$ cat src/rtl/booth_operand_scheduler.sv
// Operand FIFO and issue sequencer feeding a radix-4 Booth multiplier,
// with a single-entry result register toward the consumer.
module booth_operand_scheduler #(
  parameter int WIDTH       = 8,
  parameter int DEPTH       = 4,
  parameter int CHECK_PARAM = 1
) (
  input  logic                         clk,
  input  logic                         rst_n,
  input  logic                         en,
  input  logic                         in_valid,
  output logic                         in_ready,
  input  logic [WIDTH-1:0]             in_multiplier,
  input  logic [WIDTH-1:0]             in_multiplicand,
  output logic                         mul_start,
  output logic                         mul_en,
  output logic [WIDTH-1:0]             mul_multiplier,
  output logic [WIDTH-1:0]             mul_multiplicand,
  input  logic                         mul_ready,
  input  logic [2*WIDTH-1:0]           mul_product,
  output logic                         out_valid,
  input  logic                         out_ready,
  output logic [2*WIDTH-1:0]           out_product,
  output logic [$clog2(DEPTH+1)-1:0]   count,
  output logic                         busy
);

  localparam int CW = $clog2(DEPTH + 1);
  localparam int AW = (DEPTH > 1) ? $clog2(DEPTH) : 1;
  localparam logic [CW-1:0] FULL = CW'(DEPTH);
  localparam logic [AW-1:0] LAST = AW'(DEPTH - 1);

  if (CHECK_PARAM != 0) begin : g_check
    if (WIDTH == 0 || DEPTH < 2 || (DEPTH & (DEPTH - 1)) != 0) begin : g_bad
      $fatal(1, "booth_operand_scheduler: illegal WIDTH/DEPTH");
    end
  end

  typedef enum logic [1:0] {IDLE, ISSUE, ARM, WAIT} state_t;

  state_t state, next_state;

  logic [2*WIDTH-1:0] mem [DEPTH];
  logic [AW-1:0]      head, tail;
  logic               push, pop, slot_free;

  assign in_ready  = (count < FULL);
  assign push      = en && in_valid && in_ready;
  assign slot_free = !out_valid || out_ready;
  // Pop and capture are the same event: leaving WAIT with a free result slot.
  assign pop       = en && (state == WAIT) && mul_ready && slot_free;

  assign {mul_multiplier, mul_multiplicand} = mem[head];

  always_ff @(posedge clk) begin
    if (push) mem[tail] <= {in_multiplier, in_multiplicand};
  end

  always_ff @(posedge clk) begin
    if (!rst_n) begin
      head  <= '0;
      tail  <= '0;
      count <= '0;
    end else begin
      if (push) tail <= (tail == LAST) ? '0 : tail + 1'b1;
      if (pop)  head <= (head == LAST) ? '0 : head + 1'b1;
      case ({push, pop})
        2'b10:   count <= count + 1'b1;
        2'b01:   count <= count - 1'b1;
        default: count <= count;
      endcase
    end
  end

  always_ff @(posedge clk) begin
    if (!rst_n) begin
      out_valid   <= 1'b0;
      out_product <= '0;
    end else if (pop) begin
      out_valid   <= 1'b1;
      out_product <= mul_product;
    end else if (en && out_ready) begin
      out_valid   <= 1'b0;
    end
  end

  always_ff @(posedge clk) begin
    if (!rst_n) state <= IDLE;
    else        state <= next_state;
  end

  always_comb begin
    next_state = state;
    if (en) begin
      case (state)
        IDLE:    if (count != '0) next_state = ISSUE;
        ISSUE:   next_state = ARM;
        ARM:     next_state = WAIT;
        WAIT:    if (mul_ready && slot_free) next_state = IDLE;
        default: next_state = IDLE;
      endcase
    end
  end

  always_comb begin
    mul_start = en && (state == ISSUE);
    mul_en    = en;
    busy      = (state != IDLE);
  end

endmodule

$ cat config.mk
export PLATFORM = sky130hd
export DESIGN_NAME = booth_operand_scheduler
export DESIGN_NICKNAME = d
export VERILOG_FILES = /design/src/rtl/booth_operand_scheduler.sv
export SDC_FILE = /design/constraint.sdc
export NUM_CORES = 1
export LEC_CHECK = 0
export BUFFER_PORTS_ARGS = -buffer_cell sky130_fd_sc_hd__buf_4
export CAP_MARGIN = 20
export CORE_MARGIN = 2
export CORE_UTILIZATION = 28
export DETAILED_ROUTE_END_ITERATION = 6
export PLACE_DENSITY_LB_ADDON = 0.3
export SLEW_MARGIN = 5
export SYNTH_ARGS = -nofsm -noshare
export SYNTH_HDL_FRONTEND = slang
export SYNTH_SLANG_ARGS = --single-unit
$ cat constraint.sdc
create_clock -name clk -period 4.89 [get_ports clk]
set_input_delay 0.978 -clock clk [delete_from_list [all_inputs] [get_ports clk]]
set_output_delay 0.978 -clock clk [all_outputs]
set_load 0.05 [all_outputs]
==> out/metrics.yaml <==
outcome:
  status: "complete, no violations"
die:
  ioPinCount: 78
  die_x_um: 118
  die_h_um: 118
  fp-row-count: 41
  dieArea_um2: 14000
  core_um2: 12700
  initial_utilization: 0.288
worst_setup_path:
  slowest_delay_ns: 0.57
  r2r_slack_ns: 2.35
  worst-path-buf-inv: 2
  critPathLaunchType: "flip-flop"
  critPathSlowestCell: "mux4_1"
  cp.arrival_ns: 1.89
  cp_data_required_time_ns: 3.91
  crit_family: "multiplexers"
  end_kind: "output pin"
  crit_chain: "buf_16 -> mux4_1 -> buf_4"
  worst-setup-path-type: "flip-flop to output pin"
  worstPathMaxFanout: 12
pwr:
  power.total_mw: 1.61
  ir_worst_vdd_mv: 0.166
  sw_frac_of_total: 0.227
  p_leak_nw: 1.81
  powerDensity_nw_per_um2: 344
  power.internal_mw: 1.24
  power_frac_comb: 0.074
  p_sw_mw: 0.365
  seq_power_share: 0.530
  p_clk_frac: 0.395
grt:
  grt_pass1_wl_um: 10900
  grt_max_degree: 29
  grt_antenna_before_repair: 0
  grt_pass1_vias: 2107
  grtUsageTotal: 0.102
  grt_overflow: 0
routing:
  drt_wl_total_um: 6740
  vias: 1948
  viasPerCell: 4.15
  routedWlPerCell_um: 14.4
  drtIter0Drc: 133
  first_pass_iters: 4
  postRouteAntennaNets: 0
  route.detailed.drc: 0
clock_network:
  cts_setup_buffers: 0
  cts_buffers: 9
  clock_sinks: 92
  cts_resized: 0
  cts.root.buffer_cell: "clkbuf_16"
  cts_tree: "done"
  cts_max_path_buffers: 2
  path_clk_slew_ns: 0.06
  insertion_delay_ns: 0.33
  h-tree-depth: 3
  hold_buffers: 0
timing:
  slew_viol_final: 0
  tns_ns: 0
  finalWorstSetupSlack_ns: 2.02
  worst_pin_slew_ns: 0.951
  fmax_mhz: 349
  min_period_over_period: 0.586
  rsz0062_at_grt: "false"
  clock_skew_ns: 0.00581
  setup-violations-final: 0
  slew-limit-headroom: 0.366
  report.final.hold_viol_count: 0
  finalWorstPathRequiredPeriod_ns: 2.87
synthesis:
  async_flop_share: 0
  synth_area_leaders: "edfxtp_1 53%, dfxtp_1 15%, mux4_2 7.4%"
  ys_types: 28
  netlist_instances: 212
  yosysSeqAreaShare: 0.680
  synth_edf_count: 64
  synth_top_flop_cell: "edfxtp_1"
  syn_area_um2: 3650
  synth_top_area_share: 0.527
  yosys_warnings: 0
  yosysTopAreaCell: "edfxtp_1"
  syn_nets: 261
  synth.avg_cell_area_um2: 17.2
  synth-seq-cells: 92
layout:
  final_cells: 469
  nNetsFinal: 341
  num-fill-cells: 1212
  diodes: 0
  drive_above_1_share: 0.374
  area_growth_pct: 27.9
placed_design:
  dp.cells: 452
  dp_slack_ns: 1.82
  dp_hpwl_um: 4390
  io_buffer_count: 77
  place.gp.congestion: 0.630
hold_path:
  hold_path_class: "flip-flop to flip-flop"
flow_run:
  drv_cap: 0
[final timing paths]
path | start | endpoint | cells past startpoint
min | head[0]$_SDFFE_PN0P_ | head[0]$_SDFFE_PN0P_ | 2
min reg2reg | head[0]$_SDFFE_PN0P_ | head[0]$_SDFFE_PN0P_ | 2
max reg2reg | state[1]$_SDFFE_PN0P_ | count[2]$_SDFFE_PN0P_ | 9
max | flip-flop | mul_multiplicand[0] | 3
[worst min-delay path: stages (launching register included)]
cell and delay, ns:
dfxtp_1 0.32, nand2_1 0.06, a21boi_1 0.07
[power by group through the flow]
stage                     combinational (mW)  sequential, mW  clock, mW
final                                  0.119           0.853      0.635
after global placement                 0.119           0.870          0
after global routing                   0.129           0.854      0.692
after floorplan                       0.0651           0.872          0
after CTS                              0.122           0.853      0.664
after detailed placement               0.122           0.870          0
[metrics by stage]
stage / hold WS, ns / cell area [µm²] / util
after global routing: 0.524 / 4670 / 0.368
after CTS: 0.502 / 4640 / 0.366
final: 0.499 / 4670 / 0.368
after global placement: 0.489 / 4370 / 0.345
after detailed placement: 0.493 / 4370 / 0.345
after floorplan: 0.460 / 3650 / -
[synthesized netlist by cell type, types with 2 or more instances]
cell and instances:
a21boi_0 3, a21oi_1 2, and2_1 7, buf_2 2, buf_6 3, clkbuf_1 3, dfxtp_1 28, edfxtp_1 64
ha_1 10, inv_1 10, inv_2 2, mux2i_1 19, mux4_1 4, mux4_2 12, nand2_1 9, nor2b_1 18
o21ai_0 4, or3_1 2
[metal layers]
layer,track usage,share of wire,routed length [µm]
met1,0.118,0.41,2790
met2,0.168,0.50,3350
met3,0.0492,0.083,556
met4,0.0294,0.0052,35
met5,0,0,0
[layout make-up]
| cell class | count | area [µm²] | area share |
|---|---|---|---|
| clock buffers | 9 | 225 | 0.0482 |
| clock inverters | 7 | 48.8 | 0.0105 |
| inverters | 12 | 45.0 | 0.00965 |
| multi-input cells | 98 | 1040 | 0.222 |
| flip-flops and latches | 92 | 2480 | 0.532 |
| well taps | 172 | 215 | 0.0461 |
| repair buffers | 79 | 613 | 0.131 |
[state kept, by name (all words and copies together) (netlist names), named ones only]
register / cells
count: 3
head: 2
mem: 64
out_product: 16
out_valid: 1
state: 2
tail: 2
[logic make-up (layout without fill, tap and decap cells)]
| logic type | Yosys count | in the layout | synth area share |
|---|---|---|---|
| adders and majority gates | 11 | 11 | 0.0398 |
| AOI/OAI and AO/OA | 12 | 12 | 0.0261 |
| buffers and inverters | 22 | 107 | 0.0350 |
| DFF | 92 | 92 | 0.680 |
| xor gates and xnor gates | 2 | 2 | 0.00480 |
| muxes | 35 | 35 | 0.155 |
| and+or+nand+nor | 38 | 38 | 0.0590 |
[cell usage in the layout, fill, tap and decap left out, drive strengths merged]
cell       n
fa         1
or3        2
dfxtp     28
xnor2      1
nor2b     18
a21oi      2
buf       79
ha        10
o2111ai    1
mux4      16
nor3       1
clkinv     3
o41ai      1
inv       15
and3       1
clkbuf     9
and2       7
mux2i     19
o21ai      4
clkinvlp   1
xor2       1
edfxtp    64
nand2      9
a21boi     4
(Power assumes the default switching activity.)
